==> config.mk <==
export PLATFORM = sky130hd
export DESIGN_NAME = pc_sequencer
export DESIGN_NICKNAME = d
export VERILOG_FILES = /design/src/rtl/pc_sequencer.sv
export SDC_FILE = /design/constraint.sdc
export NUM_CORES = 1
export LEC_CHECK = 0
export ABC_CLOCK_PERIOD_IN_PS = 3060
export BUFFER_PORTS_ARGS = -buffer_cell sky130_fd_sc_hd__buf_2
export CORE_MARGIN = 1
export CORE_UTILIZATION = 58
export DETAILED_ROUTE_END_ITERATION = 7
export GPL_ROUTABILITY_DRIVEN = 0
export PLACE_DENSITY = 0.77
export SETUP_SLACK_MARGIN = 0.02
export SLEW_MARGIN = 20
export SYNTH_ARGS = -nofsm -noshare
export SYNTH_HDL_FRONTEND = slang
export SYNTH_SLANG_ARGS = --single-unit
export TNS_END_PERCENT = 50
==> constraint.sdc <==
create_clock -name clk -period 3.06 [get_ports clk]
set_input_delay 0.306 -clock clk [delete_from_list [all_inputs] [get_ports clk]]
set_output_delay 0.306 -clock clk [all_outputs]
set_load 0.02 [all_outputs]
==> src/rtl/pc_sequencer.sv <==
// Program-counter sequencer: IDLE/RUN/HALT control with jump, relative branch,
// and call/return through a small return-address stack with sticky error flag.
module pc_sequencer #(
    parameter int unsigned            ADDR_WIDTH  = 11,
    parameter int unsigned            STACK_DEPTH = 4,
    parameter logic [ADDR_WIDTH-1:0]  RESET_ADDR  = '0
) (
    input  logic                  clk,
    input  logic                  reset,
    input  logic                  start,
    input  logic                  enable,
    input  logic                  halt_req,
    input  logic                  jump,
    input  logic [ADDR_WIDTH-1:0] jump_addr,
    input  logic                  branch,
    input  logic [ADDR_WIDTH-1:0] branch_offset,
    input  logic                  call,
    input  logic                  ret,
    output logic [ADDR_WIDTH-1:0] address,
    output logic                  running,
    output logic                  halted,
    output logic                  stack_err
);

    localparam int unsigned CntW = $clog2(STACK_DEPTH + 1);
    localparam int unsigned PtrW = (STACK_DEPTH > 1) ? $clog2(STACK_DEPTH) : 1;

    typedef enum logic [1:0] {StIdle, StRun, StHalt} state_e;

    state_e                state_q, state_d;
    logic [ADDR_WIDTH-1:0] address_q, address_d;
    logic [CntW-1:0]       sp_q, sp_d;
    logic                  err_q, err_d;
    logic                  running_q, halted_q;
    logic [ADDR_WIDTH-1:0] stack_q [STACK_DEPTH];
    logic                  push;
    logic [ADDR_WIDTH-1:0] addr_inc;
    logic [PtrW-1:0]       wr_idx, rd_idx;

    assign addr_inc = address_q + ADDR_WIDTH'(1);
    assign wr_idx   = sp_q[PtrW-1:0];
    assign rd_idx   = PtrW'(sp_q - CntW'(1));

    always_comb begin
        state_d   = state_q;
        address_d = address_q;
        sp_d      = sp_q;
        err_d     = err_q;
        push      = 1'b0;
        case (state_q)
            StIdle: begin
                if (start) state_d = StRun;
            end
            StRun: begin
                if (enable) begin
                    if (halt_req) begin
                        state_d = StHalt;
                    end else if (ret) begin
                        if (sp_q == '0) begin
                            err_d   = 1'b1;
                            state_d = StHalt;
                        end else begin
                            address_d = stack_q[rd_idx];
                            sp_d      = sp_q - CntW'(1);
                        end
                    end else if (call) begin
                        if (sp_q == CntW'(STACK_DEPTH)) begin
                            err_d   = 1'b1;
                            state_d = StHalt;
                        end else begin
                            push      = 1'b1;
                            sp_d      = sp_q + CntW'(1);
                            address_d = jump_addr;
                        end
                    end else if (jump) begin
                        address_d = jump_addr;
                    end else if (branch) begin
                        address_d = address_q + branch_offset;
                    end else begin
                        address_d = addr_inc;
                    end
                end
            end
            StHalt: begin
                // Restart clears the stack and the sticky error.
                if (start) begin
                    state_d   = StRun;
                    address_d = RESET_ADDR;
                    sp_d      = '0;
                    err_d     = 1'b0;
                end
            end
            default: state_d = StIdle;
        endcase
    end

    always_ff @(posedge clk or negedge reset) begin
        if (!reset) begin
            state_q   <= StIdle;
            address_q <= RESET_ADDR;
            sp_q      <= '0;
            err_q     <= 1'b0;
            running_q <= 1'b0;
            halted_q  <= 1'b0;
        end else begin
            state_q   <= state_d;
            address_q <= address_d;
            sp_q      <= sp_d;
            err_q     <= err_d;
            running_q <= (state_d == StRun);
            halted_q  <= (state_d == StHalt);
        end
    end

    // Entries above the pointer are don't-care, so the storage needs no reset.
    always_ff @(posedge clk) begin
        if (push) stack_q[wr_idx] <= addr_inc;
    end

    assign address   = address_q;
    assign running   = running_q;
    assign halted    = halted_q;
    assign stack_err = err_q;

endmodule

# --- Yosys cells after proc, flatten, opt, wreduce, memory -nomap -nowiden ---
# Memory sizes are Yosys's and may differ from the RTL's.
# Index checks and enable logic that the tools add are counted.
totals:
  register_bits: 19
  ramBits: 44
  input_bits: 31
  out_inout_bits: 14
  elab_cells: 74
  memories: 1
op_classes:
  addsub: 4
  n_eq_ne: 14
  n_mux: 42
  n_reduce_logical: 7
mem_list:
  columns: ["name", "words", "width", "rd", "rd_clocked_by_memory_dff", "wr", "line_no", "text"]
  rows:
  - ["stack_q", 4, 11, 1, 0, 1, "35", "logic [ADDR_WIDTH-1:0] stack_q [STACK_DEPTH];"]
ops:
  columns: ["cell", "n"]
  rows:
  - ["$mux W11", 9]
  - ["$pmux W11 S2", 1]
  - ["$mux W3", 7]
  - ["$mux W1", 15]
  - ["$ne A3 B3 Y1 const B", 5]
  - ["$mux W2", 7]
  - ["$reduce_and A7 Y1", 2]
  - ["$add A11 B1 Y11 const B", 1]
  - ["$add A11 B11 Y11", 1]
  - ["$ne A2 B2 Y1 const B", 3]
  - ["$pmux W3 S2", 1]
  - ["$reduce_and A6 Y1", 1]
  - ["$eq A2 B1 Y1 const B", 2]
  - ["$eq A2 B2 Y1 const B", 2]
  - ["$ne A4 B4 Y1 const B", 1]
  - ["$pmux W2 S2", 1]
  - ["$add A3 B1 Y3 const B", 1]
  - ["$eq A3 B3 Y1 const B", 1]
  - ["$logic_not A3 Y1", 1]
  - ["$sub A3 B1 Y3 const B", 1]
  - ["$logic_not A2 Y1", 1]
  - ["$pmux W1 S2", 1]
  - ["$reduce_bool A2 Y1", 1]
  - ["$reduce_or A2 Y1", 1]

# --- Longest topological paths before layout ---
depth:
  ltp_word: 9
  depth_mapped: 10
  mapped_depth_nobuf: 8

# --- Worst setup path after synthesis ---
# Ideal clock, no wire load.
synth_path:
  path_type: "register -> register"
  start: "reg sp_q[0]"
  end: "mem stack_q[0][0] (enable)"
  arrival_ns: 2.024
  required_time_ns: 2.711
  path_slack_ns: 0.687
  path_stages_with_launch: 8
  path_buffers: 2
  synth_period_minus_slack_ns: 2.373
  path_cell_list: "dfrtp_1 buf_2 buf_2 inv_1 ha_1 a21boi_0 nor3b_1 and2_1"
synth_via:
  elab_chain_len: 9
synth_rtl:
  columns: ["element", "line_no", "text"]
  rows:
  - ["from (decl)", "32", "logic [CntW-1:0] sp_q, sp_d;"]
  - ["from (signal assigned)", "108", "sp_q <= sp_d;"]
  - ["$eq A3 B3 Y1", "67", "if (sp_q == CntW'(STACK_DEPTH)) begin"]
  - ["$mux W1", "67", null]
  - ["$mux W1", "66", "end else if (call) begin"]
  - ["$mux W1", "58", "end else if (ret) begin"]
  - ["$mux W1", "56", "if (halt_req) begin"]
  - ["$mux W1", "55", "if (enable) begin"]
  - ["$mux W1", "50", "case (state_q)"]
  - ["$mux W1", "117", "if (push) stack_q[wr_idx] <= addr_inc;"]
  - ["$mux W1 (implied by the code)", "117", null]
  - ["to (decl)", "35", null]
# Several ways; a longest one is shown, not always the timed one.

# --- Worst setup path after layout ---
layout_path:
  start: "reg address_q[0] (netlist: address[0])"
  end: "reg address_q[8] (netlist: address[8])"
layout_via:
  elab_chain_len: 8
  word_cells_on_any_way: 9
  classes_between: "2 x add/sub; 7 x mux"
layout_rtl:
  columns: ["element", "line_no", "text"]
  rows:
  - ["from (decl)", "31", "logic [ADDR_WIDTH-1:0] address_q, address_d;"]
  - ["from (signal assigned)", "107", "address_q <= address_d;"]
  - ["$add A11 B1 Y11 or $add A11 B11 Y11 (tied branches)", "40, 78", null]
  - ["$mux W11 *", "77", "end else if (branch) begin"]
  - ["$mux W11 *", "75", "end else if (jump) begin"]
  - ["$mux W11 *", "66", null]
  - ["$mux W11 *", "58", null]
  - ["$mux W11 *", "56", null]
  - ["$mux W11 *", "55", null]
  - ["$pmux W11 S2 *", "50", null]
# Mark *: on every way between the ends. The rest lies on a longest branch, timed or not. The select of a mux whose other input is x is not followed.
# A chain may end at the register's enable or synchronous reset.

==> run_summary.xml <==
<?xml version="1.0" encoding="UTF-8"?>
<metrics>
  <group name="drt">
    <metric name="wl_met2" unit="mm">3.751</metric>
    <metric name="postRouteAntennaNets" unit="">0</metric>
    <metric name="pre_repair_dr_iteration_count" unit="">4</metric>
    <metric name="route.final.wire_length" unit="mm">7.843</metric>
    <metric name="drc" unit="">0</metric>
    <metric name="detailed_route_vias_per_instance" unit="">6.244</metric>
    <metric name="met3RoutedLength" unit="µm">517</metric>
    <metric name="top_layer_used" unit="">met4</metric>
    <metric name="wire_per_inst" unit="µm">18.37</metric>
    <metric name="wirelength_met1" unit="mm">3.469</metric>
    <metric name="drt_iter0_drc" unit="">231</metric>
    <metric name="via_count" unit="">2666</metric>
  </group>
  <group name="sta">
    <metric name="timing.setup.tns" unit="ps">0</metric>
    <metric name="clock-skew-final" unit="ps">10.14</metric>
    <metric name="fin_crit" unit="ps">2503</metric>
    <metric name="finalHoldWorstSlack" unit="ps">224.7</metric>
    <metric name="max_slew.worst_pin.slew" unit="ps">683.5</metric>
    <metric name="timing.final.max_slew_violations" unit="">0</metric>
    <metric name="achievable-frequency" unit="MHz">399.5</metric>
    <metric name="report.final.hold_viol_count" unit="">0</metric>
    <metric name="slew_headroom" unit="%">54.26</metric>
    <metric name="finalSetupViolations" unit="">0</metric>
    <metric name="rsz0062_at_grt" unit="">no</metric>
    <metric name="final_min_period_over_clock_period" unit="%">81.80</metric>
  </group>
  <group name="die">
    <metric name="pin_count" unit="">45</metric>
    <metric name="placeableCoreArea" unit="µm²">5921</metric>
    <metric name="floorplan.initialDensity" unit="%">60.02</metric>
    <metric name="floorplan.die.width" unit="µm">80.27</metric>
    <metric name="num_rows" unit="">28</metric>
    <metric name="fp.dieArea" unit="µm²">6443</metric>
    <metric name="chipHeight" unit="µm">80.27</metric>
  </group>
  <group name="yosys">
    <metric name="ys_seq_elements" unit="">63</metric>
    <metric name="largest_area_contributor_in_the_netlist" unit="">sky130_fd_sc_hd__edfxtp_1</metric>
    <metric name="synth.cell_area" unit="µm²">3553</metric>
    <metric name="netlist-cell-type-count" unit="">62</metric>
    <metric name="yosysSeqAreaShare" unit="%">50.56</metric>
    <metric name="ys_warn_count" unit="">0</metric>
    <metric name="synth_ff_type" unit="">sky130_fd_sc_hd__edfxtp_1</metric>
    <metric name="syn-mean-instance-area" unit="µm²">11.77</metric>
    <metric name="synthesis.nets" unit="">350</metric>
    <metric name="yosys.area.top_type_share" unit="%">37.18</metric>
    <metric name="async_reset_ff_share" unit="%">30.16</metric>
    <metric name="yosys-top-cells-area" unit="">sky130_fd_sc_hd__edfxtp_1 37%, sky130_fd_sc_hd__dfrtp_1 13%, sky130_fd_sc_hd__mux4_2 7.0%, sky130_fd_sc_hd__ha_1 5.6%, sky130_fd_sc_hd__nand2_1 3.3%</metric>
    <metric name="synth-edff-count" unit="">44</metric>
    <metric name="syn-instance-count" unit="">302</metric>
  </group>
  <group name="worst_setup_path">
    <metric name="crit_path_start_kind" unit="">flop</metric>
    <metric name="worst-endpoint-required" unit="ps">3280</metric>
    <metric name="critical_path.reg2reg.endpoint" unit="">address[8]</metric>
    <metric name="r2r_slack" unit="ps">560</metric>
    <metric name="worst_path_arrival" unit="ps">2720</metric>
    <metric name="path_cells" unit="">ha_1, fa_1, a211o_1, a211oi_1, nor2_1, xor2_1, a21oi_1, o21ai_0</metric>
    <metric name="critical_path.reg2reg.startpoint" unit="">address[0]</metric>
    <metric name="worstSetupEndpointType" unit="">flop</metric>
    <metric name="crit_fanout" unit="">9</metric>
    <metric name="path_class" unit="">reg2reg</metric>
    <metric name="worst_reg_to_reg_cells" unit="">8</metric>
    <metric name="timing.critical_path.slowest_cell_delay" unit="ps">480</metric>
    <metric name="crit_slowest_cell" unit="">sky130_fd_sc_hd__dfrtp_1</metric>
  </group>
  <group name="place">
    <metric name="placed_cells" unit="">410</metric>
    <metric name="placed_cell_area" unit="µm²">3805</metric>
    <metric name="hpwlAfterDp" unit="mm">5.719</metric>
    <metric name="numPortBuffers" unit="">44</metric>
  </group>
  <group name="clocking">
    <metric name="cts_made_buffers" unit="">9</metric>
    <metric name="cts_root_buffer" unit="">sky130_fd_sc_hd__clkbuf_8</metric>
    <metric name="clkTransAtPathRegs" unit="ps">80</metric>
    <metric name="clock_path_buffers" unit="">2</metric>
    <metric name="numClockSinks" unit="">63</metric>
    <metric name="cts_tree" unit="">yes</metric>
    <metric name="cts-htree-levels" unit="">3</metric>
    <metric name="worst_skew_pair.late_latency" unit="ps">340</metric>
    <metric name="setup_buffers_after_cts" unit="">0</metric>
  </group>
  <group name="grt">
    <metric name="first_pass_grt_wire_length" unit="mm">12.32</metric>
    <metric name="grt_antenna_before_repair" unit="">0</metric>
    <metric name="vias_in_the_first_global_route" unit="">2485</metric>
    <metric name="grt_max_degree" unit="">25</metric>
    <metric name="global_route.usage.total" unit="%">26.26</metric>
    <metric name="grt.overflow.total" unit="">0</metric>
  </group>
  <group name="status">
    <metric name="run_status" unit="">finished, final reports clean</metric>
  </group>
  <group name="worst_hold_path">
    <metric name="holdCritPathClass" unit="">in2reg</metric>
    <metric name="timing.hold.worst_endpoint" unit="">address[6]</metric>
    <metric name="worst_hold_path_startpoint" unit="">jump_addr[6]</metric>
    <metric name="whs_path_depth" unit="">3</metric>
  </group>
  <group name="job">
    <metric name="drv_cap" unit="">0</metric>
  </group>
  <group name="cells_and_area">
    <metric name="finished_layout_cells" unit="">427</metric>
    <metric name="diodes" unit="">0</metric>
    <metric name="fin_area" unit="µm²">4044</metric>
    <metric name="area_delta_synth_final" unit="%">13.80</metric>
    <metric name="drive_gt1_share" unit="%">24.72</metric>
    <metric name="final_net_count" unit="">395</metric>
    <metric name="finish.utilization" unit="%">68.30</metric>
  </group>
  <group name="pwr">
    <metric name="power_density_over_the_cells" unit="nW/µm²">954.4</metric>
    <metric name="leakagePower" unit="nW">1.635</metric>
    <metric name="vdd_ir_drop_max" unit="mV">0.5320</metric>
  </group>
</metrics>
-- Yosys cell counts, types with 2 or more instances --
| library cell | count |
|---|---|
| sky130_fd_sc_hd__mux4_2 | 11 |
| sky130_fd_sc_hd__a31oi_1 | 4 |
| sky130_fd_sc_hd__inv_1 | 8 |
| sky130_fd_sc_hd__a21o_1 | 3 |
| sky130_fd_sc_hd__a211o_1 | 4 |
| sky130_fd_sc_hd__dfrtp_1 | 19 |
| sky130_fd_sc_hd__mux2i_1 | 2 |
| sky130_fd_sc_hd__and2_1 | 4 |
| sky130_fd_sc_hd__or3b_2 | 2 |
| sky130_fd_sc_hd__o21ai_0 | 19 |
| sky130_fd_sc_hd__clkbuf_1 | 6 |
| sky130_fd_sc_hd__nand3_1 | 9 |
| sky130_fd_sc_hd__a211oi_1 | 5 |
| sky130_fd_sc_hd__edfxtp_1 | 44 |
| sky130_fd_sc_hd__buf_6 | 2 |
| sky130_fd_sc_hd__buf_4 | 2 |
| sky130_fd_sc_hd__o221ai_1 | 2 |
| sky130_fd_sc_hd__nand2_1 | 31 |
| sky130_fd_sc_hd__buf_2 | 2 |
| sky130_fd_sc_hd__o31ai_1 | 2 |
| sky130_fd_sc_hd__xor2_1 | 9 |
| sky130_fd_sc_hd__or2_2 | 2 |
| sky130_fd_sc_hd__nor3_1 | 10 |
| sky130_fd_sc_hd__ha_1 | 16 |
| sky130_fd_sc_hd__o31a_1 | 2 |
| sky130_fd_sc_hd__o21a_1 | 4 |
| sky130_fd_sc_hd__xnor2_1 | 6 |
| sky130_fd_sc_hd__nor2_1 | 14 |
| sky130_fd_sc_hd__nor4_1 | 2 |
| sky130_fd_sc_hd__a32oi_1 | 5 |
| sky130_fd_sc_hd__a21oi_1 | 18 |
| sky130_fd_sc_hd__nand2b_1 | 3 |
-- layout by cell type (no fill, tap or decap), drive strengths merged, types with 5 or more instances in the layout --
cell type | Yosys | routed
clkbuf | 6 | 9
edfxtp | 44 | 44
nand2 | 31 | 31
ha | 16 | 16
a211oi | 6 | 6
xor2 | 9 | 9
mux4 | 11 | 11
inv | 8 | 10
a21oi | 18 | 18
xnor2 | 6 | 6
and2 | 6 | 6
nor3 | 10 | 10
a32oi | 5 | 5
o21a | 5 | 5
nand3 | 9 | 9
nor2 | 15 | 15
o21ai | 20 | 20
dfrtp | 19 | 19
buf | 6 | 45
-- through the flow --
step | total power [W] | worst slack (ps)
6_report | 0.003859 | 556.9
5_1_grt | 0.004111 | 421.5
2_1_floorplan | 0.002576 | 687.4
3_5_place_dp | 0.003018 | 602.8
4_1_cts | 0.003850 | 599.9
3_3_place_gp | 0.002968 | 678.4
-- what timing repair did --
item                                   in CTS  in global routing
gates resized for setup                     0                  0
hold buffers                                1                  0
endpoints found under the hold margin      19                  0
setup endpoints to repair                   0                  0
-- sequential cells by signal, summed over array words and instances, names as in the netlist --
| signal | flops |
|---|---|
| address | 11 |
| halted | 1 |
| running | 1 |
| sp_q | 3 |
| stack_err | 1 |
| stack_q | 44 |
| state_q | 2 |
-- area by class of cell --
class                           instances  area [µm²]
Clock inverter                          7       105.1
Tap cell                               75       93.84
Fill cell                             440        1877
Inverter                                9       33.78
Sequential cell                        63        1797
Multi-Input combinational cell        218        1653
Timing Repair Buffer                   46       237.7
Clock buffer                            9       123.9
-- where the power goes --
part           switching (W)  total [W]  internal, W
Combinational       0.000986    0.00170     0.000716
Clock               0.000364   0.000834     0.000470
Sequential          0.000193    0.00132      0.00113
Total                0.00154    0.00386      0.00232
-- routing by layer --
layer,global-route usage (%),up-vias
li1,-,1254
met1,35.27,1288
met3,5.682,10
met2,42.74,114
met4,8.036,0
met5,0,-
-- worst max-delay path by stage --
stage	from	endpoint	cells past startpoint
after floorplan	sp_q[0]	stack_q[0][0]	7
after global placement	address[0]	address[10]	8
after detailed placement	address[0]	address[10]	8
after CTS	address[0]	address[10]	8
after global routing	address[0]	address[10]	8
final	address[0]	address[8]	8
-- cell families after synthesis --
group / Yosys count / synth area share (%)
buffers and inverters: 21 / 2.922
AOI/OAI and AO/OA: 84 / 16.44
muxes: 14 / 7.852
and+or+nand+nor: 88 / 12.32
DFF: 63 / 50.56
xor gates and xnor gates: 15 / 3.697
adders and majority gates: 17 / 6.197
-- worst max-delay path, delay by kind of cell, from the launching register on --
family | cells | cell delay, ps
and+or+nand+nor | 1 | 110
AOI/OAI and AO/OA | 4 | 910
DFF | 1 | 480
adders and majority gates | 2 | 700
xor gates and xnor gates | 1 | 160
Power figures use the tool's default switching activity.
